## src/rtl/mem_pkg.sv

```systemverilog
// Shared memory-subsystem definitions: access-type encoding, bus widths,
// arbiter state/owner encodings and the latched request payload.
package mem_pkg;

    localparam int unsigned BUSW  = 32;  // data bus width
    localparam int unsigned MINDW = 12;  // RAM word-index width (4096 words)

    localparam logic REN = 1'b0;
    localparam logic WEN = 1'b1;

    typedef enum logic [1:0] {
        ST_IDLE   = 2'd0,
        ST_ISSUE  = 2'd1,
        ST_RDWAIT = 2'd2
    } arb_state_t;

    typedef enum logic {
        OWN_CPU  = 1'b0,
        OWN_HOST = 1'b1
    } owner_t;

    // One requester's access as latched onto the RAM port.
    typedef struct packed {
        logic             rwen;
        logic [MINDW-1:0] addr;
        logic [BUSW-1:0]  wdata;
    } mem_req_t;

endpackage

```

## src/rtl/mem_arbiter_if.sv

```systemverilog
// Bundle of the cpu port, host port and RAM port around mem_arbiter.
//   master : requesters + RAM model (drive requests and mem_rdata)
//   slave  : the arbiter (drives acks, read data, RAM address/data/enable)
interface mem_arbiter_if;
    import mem_pkg::*;

    logic             cpu_req;
    logic             cpu_rwen;
    logic [MINDW-1:0] cpu_addr;
    logic [BUSW-1:0]  cpu_wdata;
    logic             cpu_ack;
    logic [BUSW-1:0]  cpu_rdata;

    logic             host_req;
    logic             host_rwen;
    logic [MINDW-1:0] host_addr;
    logic [BUSW-1:0]  host_wdata;
    logic             host_ack;
    logic [BUSW-1:0]  host_rdata;
    logic             host_excl;

    logic             mem_rwen;
    logic [MINDW-1:0] mem_addr;
    logic [BUSW-1:0]  mem_wdata;
    logic [BUSW-1:0]  mem_rdata;

    logic             owner;

    modport master (
        output cpu_req, cpu_rwen, cpu_addr, cpu_wdata,
        input  cpu_ack, cpu_rdata,
        output host_req, host_rwen, host_addr, host_wdata, host_excl,
        input  host_ack, host_rdata,
        input  mem_rwen, mem_addr, mem_wdata,
        output mem_rdata,
        input  owner
    );

    modport slave (
        input  cpu_req, cpu_rwen, cpu_addr, cpu_wdata,
        output cpu_ack, cpu_rdata,
        input  host_req, host_rwen, host_addr, host_wdata, host_excl,
        output host_ack, host_rdata,
        output mem_rwen, mem_addr, mem_wdata,
        input  mem_rdata,
        output owner
    );

endinterface

```

## src/rtl/rr_pick2.sv

```systemverilog
// Combinational 2-way round-robin pick.
//   elig_cpu/elig_host : eligible requests
//   rr_last            : previous winner (loses a tie)
//   grant_c            : at least one requester eligible
//   winner_c           : selected requester
module rr_pick2
    import mem_pkg::*;
(
    input  logic   elig_cpu,
    input  logic   elig_host,
    input  owner_t rr_last,
    output logic   grant_c,
    output owner_t winner_c
);

    always_comb begin
        grant_c  = elig_cpu | elig_host;
        winner_c = OWN_CPU;
        if (elig_cpu && elig_host) begin
            winner_c = (rr_last == OWN_HOST) ? OWN_CPU : OWN_HOST;
        end else if (elig_host) begin
            winner_c = OWN_HOST;
        end
    end

endmodule

```

## src/rtl/mem_arbiter.sv

```systemverilog
// Single-port RAM arbiter between the cpu and the host port.
// Each access runs IDLE -> ISSUE (-> RDWAIT for reads) -> IDLE; the winner's
// request is latched onto mem_* at the IDLE->ISSUE edge. host_excl blocks
// new cpu grants without disturbing an access already in flight.
//   clk, rst : clock, synchronous active-high reset
//   bus      : cpu/host request ports, RAM port and owner debug output
module mem_arbiter
    import mem_pkg::*;
(
    input  logic          clk,
    input  logic          rst,
    mem_arbiter_if.slave  bus
);

    arb_state_t state_q, state_d;
    owner_t     owner_q, owner_d;
    owner_t     rr_last_q, rr_last_d;
    mem_req_t   mem_q, mem_d;

    mem_req_t   cpu_r, host_r;
    logic       grant_c;
    owner_t     winner_c;
    logic       ack_phase_c;
    logic       rd_phase_c;

    assign cpu_r  = '{rwen: bus.cpu_rwen,  addr: bus.cpu_addr,  wdata: bus.cpu_wdata};
    assign host_r = '{rwen: bus.host_rwen, addr: bus.host_addr, wdata: bus.host_wdata};

    rr_pick2 u_pick (
        .elig_cpu  (bus.cpu_req && !bus.host_excl),
        .elig_host (bus.host_req),
        .rr_last   (rr_last_q),
        .grant_c   (grant_c),
        .winner_c  (winner_c)
    );

    // State and RAM-port registers; reset leaves rr_last on host so cpu wins the first tie.
    always_ff @(posedge clk) begin
        if (rst) begin
            state_q   <= ST_IDLE;
            owner_q   <= OWN_CPU;
            rr_last_q <= OWN_HOST;
            mem_q     <= '{rwen: REN, addr: '0, wdata: '0};
        end else begin
            state_q   <= state_d;
            owner_q   <= owner_d;
            rr_last_q <= rr_last_d;
            mem_q     <= mem_d;
        end
    end

    // Next state; mem_rwen falls back to REN so WEN lasts exactly one ISSUE cycle.
    always_comb begin
        state_d   = state_q;
        owner_d   = owner_q;
        rr_last_d = rr_last_q;
        mem_d     = mem_q;
        mem_d.rwen = REN;
        case (state_q)
            ST_IDLE: begin
                if (grant_c) begin
                    state_d   = ST_ISSUE;
                    owner_d   = winner_c;
                    rr_last_d = winner_c;
                    mem_d     = (winner_c == OWN_HOST) ? host_r : cpu_r;
                end
            end
            ST_ISSUE:  state_d = (mem_q.rwen == WEN) ? ST_IDLE : ST_RDWAIT;
            ST_RDWAIT: state_d = ST_IDLE;
            default:   state_d = ST_IDLE;
        endcase
    end

    // Acks decode the current state; suppressed while rst is high so an abandoned access never acks.
    assign ack_phase_c = !rst && (((state_q == ST_ISSUE) && (mem_q.rwen == WEN)) ||
                                  (state_q == ST_RDWAIT));
    assign rd_phase_c  = !rst && (state_q == ST_RDWAIT);

    assign bus.cpu_ack    = ack_phase_c && (owner_q == OWN_CPU);
    assign bus.host_ack   = ack_phase_c && (owner_q == OWN_HOST);
    assign bus.cpu_rdata  = (rd_phase_c && (owner_q == OWN_CPU))  ? bus.mem_rdata : '0;
    assign bus.host_rdata = (rd_phase_c && (owner_q == OWN_HOST)) ? bus.mem_rdata : '0;

    assign bus.mem_rwen  = mem_q.rwen;
    assign bus.mem_addr  = mem_q.addr;
    assign bus.mem_wdata = mem_q.wdata;
    assign bus.owner     = owner_q;

endmodule
```

## src/flat_wrapper.sv

```systemverilog
// flat-port wrapper written by rule: the top's interface ports become plain ports
module mem_arbiter_flat import mem_pkg::*;
  (clk, rst, bus_cpu_req, bus_cpu_rwen, bus_cpu_addr, bus_cpu_wdata, bus_cpu_ack, bus_cpu_rdata, bus_host_req, bus_host_rwen, bus_host_addr, bus_host_wdata, bus_host_excl, bus_host_ack, bus_host_rdata, bus_mem_rwen, bus_mem_addr, bus_mem_wdata, bus_mem_rdata, bus_owner);
  mem_arbiter_if bus_i ();
  input  logic clk;
  input  logic rst;
  input wire logic [$bits(bus_i.cpu_req)-1:0] bus_cpu_req;
  input wire logic [$bits(bus_i.cpu_rwen)-1:0] bus_cpu_rwen;
  input wire logic [$bits(bus_i.cpu_addr)-1:0] bus_cpu_addr;
  input wire logic [$bits(bus_i.cpu_wdata)-1:0] bus_cpu_wdata;
  output wire logic [$bits(bus_i.cpu_ack)-1:0] bus_cpu_ack;
  output wire logic [$bits(bus_i.cpu_rdata)-1:0] bus_cpu_rdata;
  input wire logic [$bits(bus_i.host_req)-1:0] bus_host_req;
  input wire logic [$bits(bus_i.host_rwen)-1:0] bus_host_rwen;
  input wire logic [$bits(bus_i.host_addr)-1:0] bus_host_addr;
  input wire logic [$bits(bus_i.host_wdata)-1:0] bus_host_wdata;
  input wire logic [$bits(bus_i.host_excl)-1:0] bus_host_excl;
  output wire logic [$bits(bus_i.host_ack)-1:0] bus_host_ack;
  output wire logic [$bits(bus_i.host_rdata)-1:0] bus_host_rdata;
  output wire logic [$bits(bus_i.mem_rwen)-1:0] bus_mem_rwen;
  output wire logic [$bits(bus_i.mem_addr)-1:0] bus_mem_addr;
  output wire logic [$bits(bus_i.mem_wdata)-1:0] bus_mem_wdata;
  input wire logic [$bits(bus_i.mem_rdata)-1:0] bus_mem_rdata;
  output wire logic [$bits(bus_i.owner)-1:0] bus_owner;
  assign bus_i.cpu_req = bus_cpu_req;
  assign bus_i.cpu_rwen = bus_cpu_rwen;
  assign bus_i.cpu_addr = bus_cpu_addr;
  assign bus_i.cpu_wdata = bus_cpu_wdata;
  assign bus_cpu_ack = bus_i.cpu_ack;
  assign bus_cpu_rdata = bus_i.cpu_rdata;
  assign bus_i.host_req = bus_host_req;
  assign bus_i.host_rwen = bus_host_rwen;
  assign bus_i.host_addr = bus_host_addr;
  assign bus_i.host_wdata = bus_host_wdata;
  assign bus_i.host_excl = bus_host_excl;
  assign bus_host_ack = bus_i.host_ack;
  assign bus_host_rdata = bus_i.host_rdata;
  assign bus_mem_rwen = bus_i.mem_rwen;
  assign bus_mem_addr = bus_i.mem_addr;
  assign bus_mem_wdata = bus_i.mem_wdata;
  assign bus_i.mem_rdata = bus_mem_rdata;
  assign bus_owner = bus_i.owner;
  mem_arbiter u_core (.clk(clk), .rst(rst), .bus(bus_i));
endmodule
```

## config.mk

```make
export PLATFORM = sky130hd
export DESIGN_NAME = mem_arbiter_flat
export DESIGN_NICKNAME = d
export VERILOG_FILES = /design/src/rtl/mem_pkg.sv /design/src/rtl/mem_arbiter_if.sv /design/src/rtl/rr_pick2.sv /design/src/rtl/mem_arbiter.sv /design/src/flat_wrapper.sv
export SDC_FILE = /design/constraint.sdc
export NUM_CORES = 1
export LEC_CHECK = 0
export CAP_MARGIN = 20
export CORE_ASPECT_RATIO = 0.9
export CORE_UTILIZATION = 36
export DETAILED_ROUTE_END_ITERATION = 16
export PLACE_DENSITY_LB_ADDON = 0.15
export SYNTH_ARGS = -nofsm -noshare
export SYNTH_HDL_FRONTEND = slang
export SYNTH_SLANG_ARGS = --single-unit
```

## constraint.sdc

```tcl
create_clock -name clk -period 3.59 [get_ports clk]
set_clock_uncertainty 0.1 [all_clocks]
set_input_delay 1.077 -clock clk [delete_from_list [all_inputs] [get_ports clk]]
set_output_delay 1.077 -clock clk [all_outputs]
set_load 0.1 [all_outputs]
```

==> key figures, run 1 <==
Layout
  • # diodes: 0
  • Final std cells w/o fill: 671
  • # fillers: ~560
  • Layout cell share with drive strength beyond 1: 48.95%
  • P&R area growth vs syn: 103.7%
  • Layout Nets: around 700

Clocking
  • Clk buf depth: 2
  • Depth of the CTS H-tree: 2
  • CTS resizes: 0
  • Total CTS buffers: 5
  • CTS clk-pin slew, worst paths: 0.09 ns
  • Clock Sinks: 49
  • Worst skew pair latency: 0.30 ns
  • Setup bufs post-CTS: 0
  • # hold bufs at CTS: 0
  • CTS tree: built
  • CTS root buffer: clkbuf_8

Worst hold path
  • Worst Hold Class: flop to flop

Synthesis
  • Seq/Total Area, Yosys: 32.40%
  • Async set-reset flop share out of synthesis: 0%
  • Biggest area consumer among synthesized cells: dfxtp_1
  • Synthesis Warnings: 0
  • Area fraction of the dominant cell type after synthesis: 32.40%
  • Net Count, Synth: 471
  • Mapped cell area: 3028 um2
  • Synth cell types: 27
  • Number of enable flip-flop cells after synthesis: 0
  • Post-Syn Instances: between 300 and 400
  • Synthesis-stage register bit count: 49
  • Largest cells by area after synthesis: dfxtp_1 32%, a211oi_2 16%, and2_1 13%
  • Post-synth top cells: 64 x and2_1, 49 x dfxtp_1, 48 x nand2_1, 48 x nor2_1
  • Syn Area/Cell: around 8.8 um2
  • Top-count cell post-synth: and2_1
  • Top_reg_cell synth: dfxtp_1

GRT
  • Vias in the first global route: 3,268
  • Largest net degree at the start of global routing: 30
  • Overflow after GRT: 0
  • Global-route wire length before repair: 17.18 mm
  • Initial antenna violation count: 0
  • GRT Util Overall: roughly 25%

Critical path
  • Worst setup path startpoint: rst
  • Reg2Reg Launch Point: u_core.rr_last_q
  • Worst Path Required: around 2.4 ns
  • CP endpoint: bus_host_rdata[17]
  • Worst r2r dst: u_core.bus.mem_addr[7]
  • Critical path class: input port to output pin
  • Crit Path Max Fanout: 20
  • CP endpoint kind: output pin
  • Startpoint type of the worst setup path: input port
  • Internal reg-to-reg setup slack: 2.02 ns
  • Arrival @ worst endpoint: 2.15 ns
  • Worst reg2reg path depth: 5

Timing
  • Final period utilization: 92.79%
  • Final Hold Vio Count: 0
  • Slew margin rel.: 64.87%
  • Hold WS: 0.3640 ns
  • Slew Limit Fails: 0
  • RSZ-0062 raised after global routing: false
  • Max Clock Freq: roughly 300 MHz
  • Least-Margin Pin Slew: 0.5250 ns
  • Setup-failing EPs final: 0
  • Final setup TNS: 0 ns
  • Post-route minimum period: around 3.3 ns

Route
  • WL/cell: 16.97 um
  • Drc violations: 0
  • Drt total wl: 11.39 mm
  • Iter 0 DRT Violations: 113
  • Total number of vias: 3,300
  • Via/cell ratio: 4.918
  • TritonRoute pass-1 iters: 4
  • Final ANT Viol Nets: 0

Die
  • Rows: 31
  • # IOs: around 240
  • Initial core utilization: between 30% and 40%
  • Core Area: 8107 um2
  • Die W: around 99 um
  • Chip height: roughly 89 um
  • Die ar.: 8782 um2

Power
  • LEAKAGE: 2.483 nW
  • VDD IR max: 250.1 uV
  • P_sw: 944.6 uW
  • Clock network power share: 19.7%
  • P_int: 1.169 mW
  • Sequential share of power: a little under a third
  • Combinational share of power: 50.0%
  • Switching share of power: 44.68%
  • Total power density per cell area: 342.8 nW/um2

Placed design
  • Final HPWL DP: 9.034 mm
  • # placed instances: 663
  • GP Congestion: between 0.7 and 0.8
  • # port buffers: between 200 and 250

Run
  • Max_cap viols: 0

Outcome
  • Status: finished clean
[layer usage]
layer,up-vias,GRT usage [%],wire [um]
li1,1617,-,-
met1,1548,29.99,4505
met5,-,0,0
met2,128,47.06,6122
met3,7,5.395,688
met4,0,4.206,74
[flip-flops by register name (all words and copies together), names as in the netlist]
| signal | flops |
|---|---|
| u_core.bus.mem_addr | 12 |
| u_core.rr_last_q | 1 |
| u_core.bus.owner | 1 |
| u_core.bus.mem_wdata | 32 |
| u_core.state_q | 2 |
| u_core.bus.mem_rwen | 1 |
[placed cells by master, fill, tap and decap left out, drive strengths merged]
cell type / synthesis / layout
nand3b: 2 / 2
dfxtp: 49 / 49
nand2b: 2 / 2
nor2b: 1 / 1
nor3: 3 / 3
nand2: 49 / 49
bufinv: 0 / 1
o21a: 2 / 2
a21oi: 44 / 44
buf: 19 / 126
clkbuf: 12 / 7
and2: 65 / 65
mux2i: 1 / 1
clkdlybuf4s50: 0 / 125
nor4b: 1 / 1
a211oi: 43 / 43
nor2: 48 / 48
nand3: 1 / 1
o21ai: 1 / 1
a311oi: 1 / 1
[critical path: stages]
cell and delay, ns:
buf_2 0.12, nand2b_1 0.17, nor2_1 0.17, buf_4 0.23, and2_2 0.20, buf_12 0.17
[metrics by stage]
step / setup WS (ns) / total power [mW] / area [um2] / util [%]
2_1_floorplan: 0.02954 / 1.398 / 3117 / -
3_3_place_gp: 0.3345 / 1.694 / 6051 / 74.64
3_5_place_dp: 0.2650 / 1.711 / 6051 / 74.64
4_1_cts: 0.2610 / 2.126 / 6167 / 76.08
5_1_grt: 0.2247 / 2.200 / 6167 / 76.08
6_report: 0.2588 / 2.114 / 6167 / 76.08
[worst min path at each step]
stage,startpoint,endpoint,slack (ns),depth (start not counted)
2_1_floorplan,u_core.state_q[1],u_core.state_q[1],0.35,1
3_3_place_gp,u_core.bus.mem_rwen,u_core.state_q[1],0.34,1
3_5_place_dp,u_core.bus.mem_rwen,u_core.state_q[1],0.35,1
4_1_cts,u_core.bus.mem_rwen,u_core.state_q[1],0.36,1
5_1_grt,u_core.bus.mem_rwen,u_core.state_q[1],0.41,1
6_report,u_core.bus.mem_rwen,u_core.state_q[1],0.36,1
[cell type report]
type | instances | area [um2] | share of cell area (%)
clock buffer | 7 | 86.33 | 1.400
clock inverter | 1 | 30.03 | 0.4869
multi-input combinational | 264 | 1888 | 30.61
sequential | 49 | 980.9 | 15.91
tap | 99 | 123.9 | 2.009
timing repair buffer | 251 | 3058 | 49.58
[cells by family (layout without fill, tap and decap cells)]
| family | after synthesis | count (layout) | synth area share (%) |
|---|---|---|---|
| compound gates | 91 | 91 | 30.29 |
| buf+inv | 31 | 259 | 8.637 |
| flops | 49 | 49 | 32.40 |
| mux | 1 | 1 | 0.3306 |
| simple gates | 172 | 172 | 28.35 |
[power groups by stage]
stage          logic, mW  registers, mW  clock network, mW
2_1_floorplan      0.340           1.06                  0
3_3_place_gp        1.04          0.649                  0
3_5_place_dp        1.06          0.653                  0
4_1_cts             1.06          0.641              0.425
5_1_grt             1.10          0.649              0.451
6_report            1.06          0.641              0.417
Note: power is estimated with default switching activity, not from simulation.
==> run 2, diff against run 1 <==
CTS_CLUSTER_SIZE = 24   (was unset)
SKIP_CTS_REPAIR_TIMING = 1   (was unset)
==> results of run 2 <==
Final layout, timing and power as in run 1 (identical DEF).
==> run 3, diff against run 2 <==
CORE_ASPECT_RATIO = 1.4   (was 0.9)
PLACE_DENSITY = 0.86   (was unset)
PLACE_DENSITY_LB_ADDON = unset   (was 0.15)
==> key figures, run 3 (same netlist as run 1, synthesis figures left out) <==
Timing
  • Least-Margin Pin Slew: 0.7827 ns (+0.2577 ns)
  • Final period utilization: 92.95% (+0.16 points)
  • Slew Limit Fails: 0 (unchanged)
  • Slew margin rel.: 47.82% (-17 points)
  • Final Hold Vio Count: 0 (unchanged)
  • Post-route minimum period: 3.337 ns (+0.005832 ns)
  • Max Clock Freq: 299.7 MHz (-0.17%)
  • Setup-failing EPs final: 0 (unchanged)
  • RSZ-0062 raised after global routing: false
  • Final setup TNS: 0 ns (unchanged)

Critical path
  • Arrival @ worst endpoint: 2.16 ns (about the same)
  • Worst Path Required: 2.41 ns (about the same)
  • Worst path cell trace: buf_2 -> nand2b_1 -> nor2_1 -> buf_4 -> and2_1 -> buf_12
  • Startpoint type of the worst setup path: input port
  • Largest stage delay, worst path: 0.21 ns (-0.02 ns)
  • Crit Path Max Fanout: 18 (-10%)
  • Critical path class: input port to output pin
  • Internal reg-to-reg setup slack: 1.92 ns (-0.10 ns)
  • CP endpoint kind: output pin
  • Worst-path cell with the longest stage delay: buf_4

Clocking
  • Total CTS buffers: 5 (unchanged)
  • Clock Sinks: 49 (unchanged)
  • Depth of the CTS H-tree: 2 (unchanged)
  • Worst skew pair latency: 0.28 ns (-0.02 ns)
  • CTS tree: built
  • CTS clk-pin slew, worst paths: 0.06 ns (-0.03 ns)
  • CTS root buffer: clkbuf_16
  • Clk buf depth: 2 (unchanged)

Placed design
  • # port buffers: 238 (unchanged)
  • GP Congestion: 0.8309 (+8.4%)
  • Final HPWL DP: 9.464 mm (+4.8%)

Route
  • Met1 wire length: 3.916 mm (-13%)
  • Via/cell ratio: 5.040 (+2.5%)
  • Drt total wl: 11.72 mm (+2.9%)
  • Drc violations: 0 (unchanged)
  • Top routing layer used: met4
  • Iter 0 DRT Violations: 144 (+27%)
  • Met2 WL: 6.569 mm (+7.3%)
  • TritonRoute pass-1 iters: 4 (unchanged)
  • Total number of vias: 3,382 (+2.5%)
  • WL/cell: 17.47 um (+2.9%)
  • Metal3 WL: 1.020 mm (+48%)
  • Final ANT Viol Nets: 0 (unchanged)

GRT
  • GRT Util Overall: 26.85% (+1.8 points)
  • Largest net degree at the start of global routing: 50 (+67%)
  • Initial antenna violation count: 0 (unchanged)
  • Global-route wire length before repair: 18.34 mm (+6.7%)
  • Vias in the first global route: 3,587 (+9.8%)
  • Overflow after GRT: 0 (unchanged)

Layout
  • Number of flip-flops in the largest register: 32 (unchanged)
  • # fillers: 554 (-0.89%)
  • P&R area growth vs syn: 104.0%
  • Layout Nets: 695 (-0.43%)
  • Layout cell share with drive strength beyond 1: 48.68% (-0.27 points)
  • # diodes: 0 (unchanged)
  • Commonest cells after routing, fill and taps aside: 125 x clkdlybuf4s50_1, 68 x buf_12, 60 x and2_2
  • Commonest non-fill, non-tap cell in the layout: clkdlybuf4s50_1

Worst hold path
  • Worst Hold Class: flop to flop

Power
  • P_sw: 952.8 uW (+0.87%)
  • VDD IR max: 278.3 uV (+11%)
  • LEAKAGE: 2.484 nW (about the same)
  • Clock network power share: 22.5% (+2.8 points)
  • Sequential share of power: 29.2% (-1.1 points)
  • Total power density per cell area: 353.8 nW/um2 (+3.2%)
  • Combinational share of power: 48.3% (-1.7 points)
  • Post-layout power: 2.185 mW (+3.4%)
  • Switching share of power: 43.61% (-1.1 points)
  • P_int: 1.232 mW (+5.4%)

Die
  • Initial core utilization: 37.16% (-0.19 points)
  • Chip height: 110.5 um (+24%)
  • Die W: 79.51 um (-19%)
  • Die ar.: 8787 um2 (about the same)
  • Core Area: 8149 um2 (+0.52%)
  • # IOs: 239 (unchanged)
  • Rows: 39 (+26%)

Outcome
  • Status: finished clean

Run
  • Max_cap viols: 0 (unchanged)
==> run 3: changes by cell type in the layout (fill, tap and decap cells not counted), sizes merged <==
cell | previous run | this run
bufinv | 1 | 0
clkinv | 0 | 1
buf | 126 | 123
==> run 3: path summary, 6_finish.rpt <==
kind                                   to  depth (start not counted)           startpoint
setup / recovery        bus_host_rdata[0]                          6                  rst
hold / removal          u_core.state_q[1]                          1  u_core.bus.mem_rwen
setup reg to reg  u_core.bus.mem_wdata[1]                          5    u_core.state_q[1]
hold reg to reg         u_core.state_q[1]                          1  u_core.bus.mem_rwen
==> run 3: worst max-delay path, delay by kind of cell <==
kind	cells	cell delay (ns)
buffers and inverters	3	0.55
AND/OR/NAND/NOR	3	0.53
==> run 3: routing by layer <==
metal  GRT usage (%)  vias up
li1                -     1605
met1           26.46     1613
met2           52.48      147
met3           7.769       17
met4           6.424        0
met5               0        -
==> run 3: metrics by stage <==
stage / utilization [%] / worst slack [ns] / hold WS (ns) / instance area [um2] / std cells
final: 75.79 / 0.2529 / 0.3556 / 6176 / 671
after global routing: 75.79 / 0.1572 / 0.3842 / 6176 / 671
after CTS: 75.79 / 0.2534 / 0.3597 / 6176 / 671
after detailed placement: 73.85 / 0.2676 / 0.3503 / 6018 / 663
after global placement: 73.85 / 0.2968 / 0.3390 / 6018 / 663
after floorplan: - / 0.02954 / 0.3476 / 3117 / 344
==> run 3: power by group through the flow <==
stage                     Clock [mW]  Sequential, mW  Combinational [mW]
after global routing           0.525           0.645                1.10
after floorplan                    0            1.06               0.340
after CTS                      0.500           0.639                1.06
final                          0.491           0.639                1.05
after global placement             0           0.647                1.04
after detailed placement           0           0.650                1.06
==> run 3: area by class of cell <==
type	instances	area (um2)	area share, %
well taps	102	127.6	2.066
clock buffers	7	152.6	2.472
flip-flops and latches	49	980.9	15.88
clock inverters	1	5.005	0.08104
multi-input cells	264	1887	30.55
repair buffers	248	3023	48.95
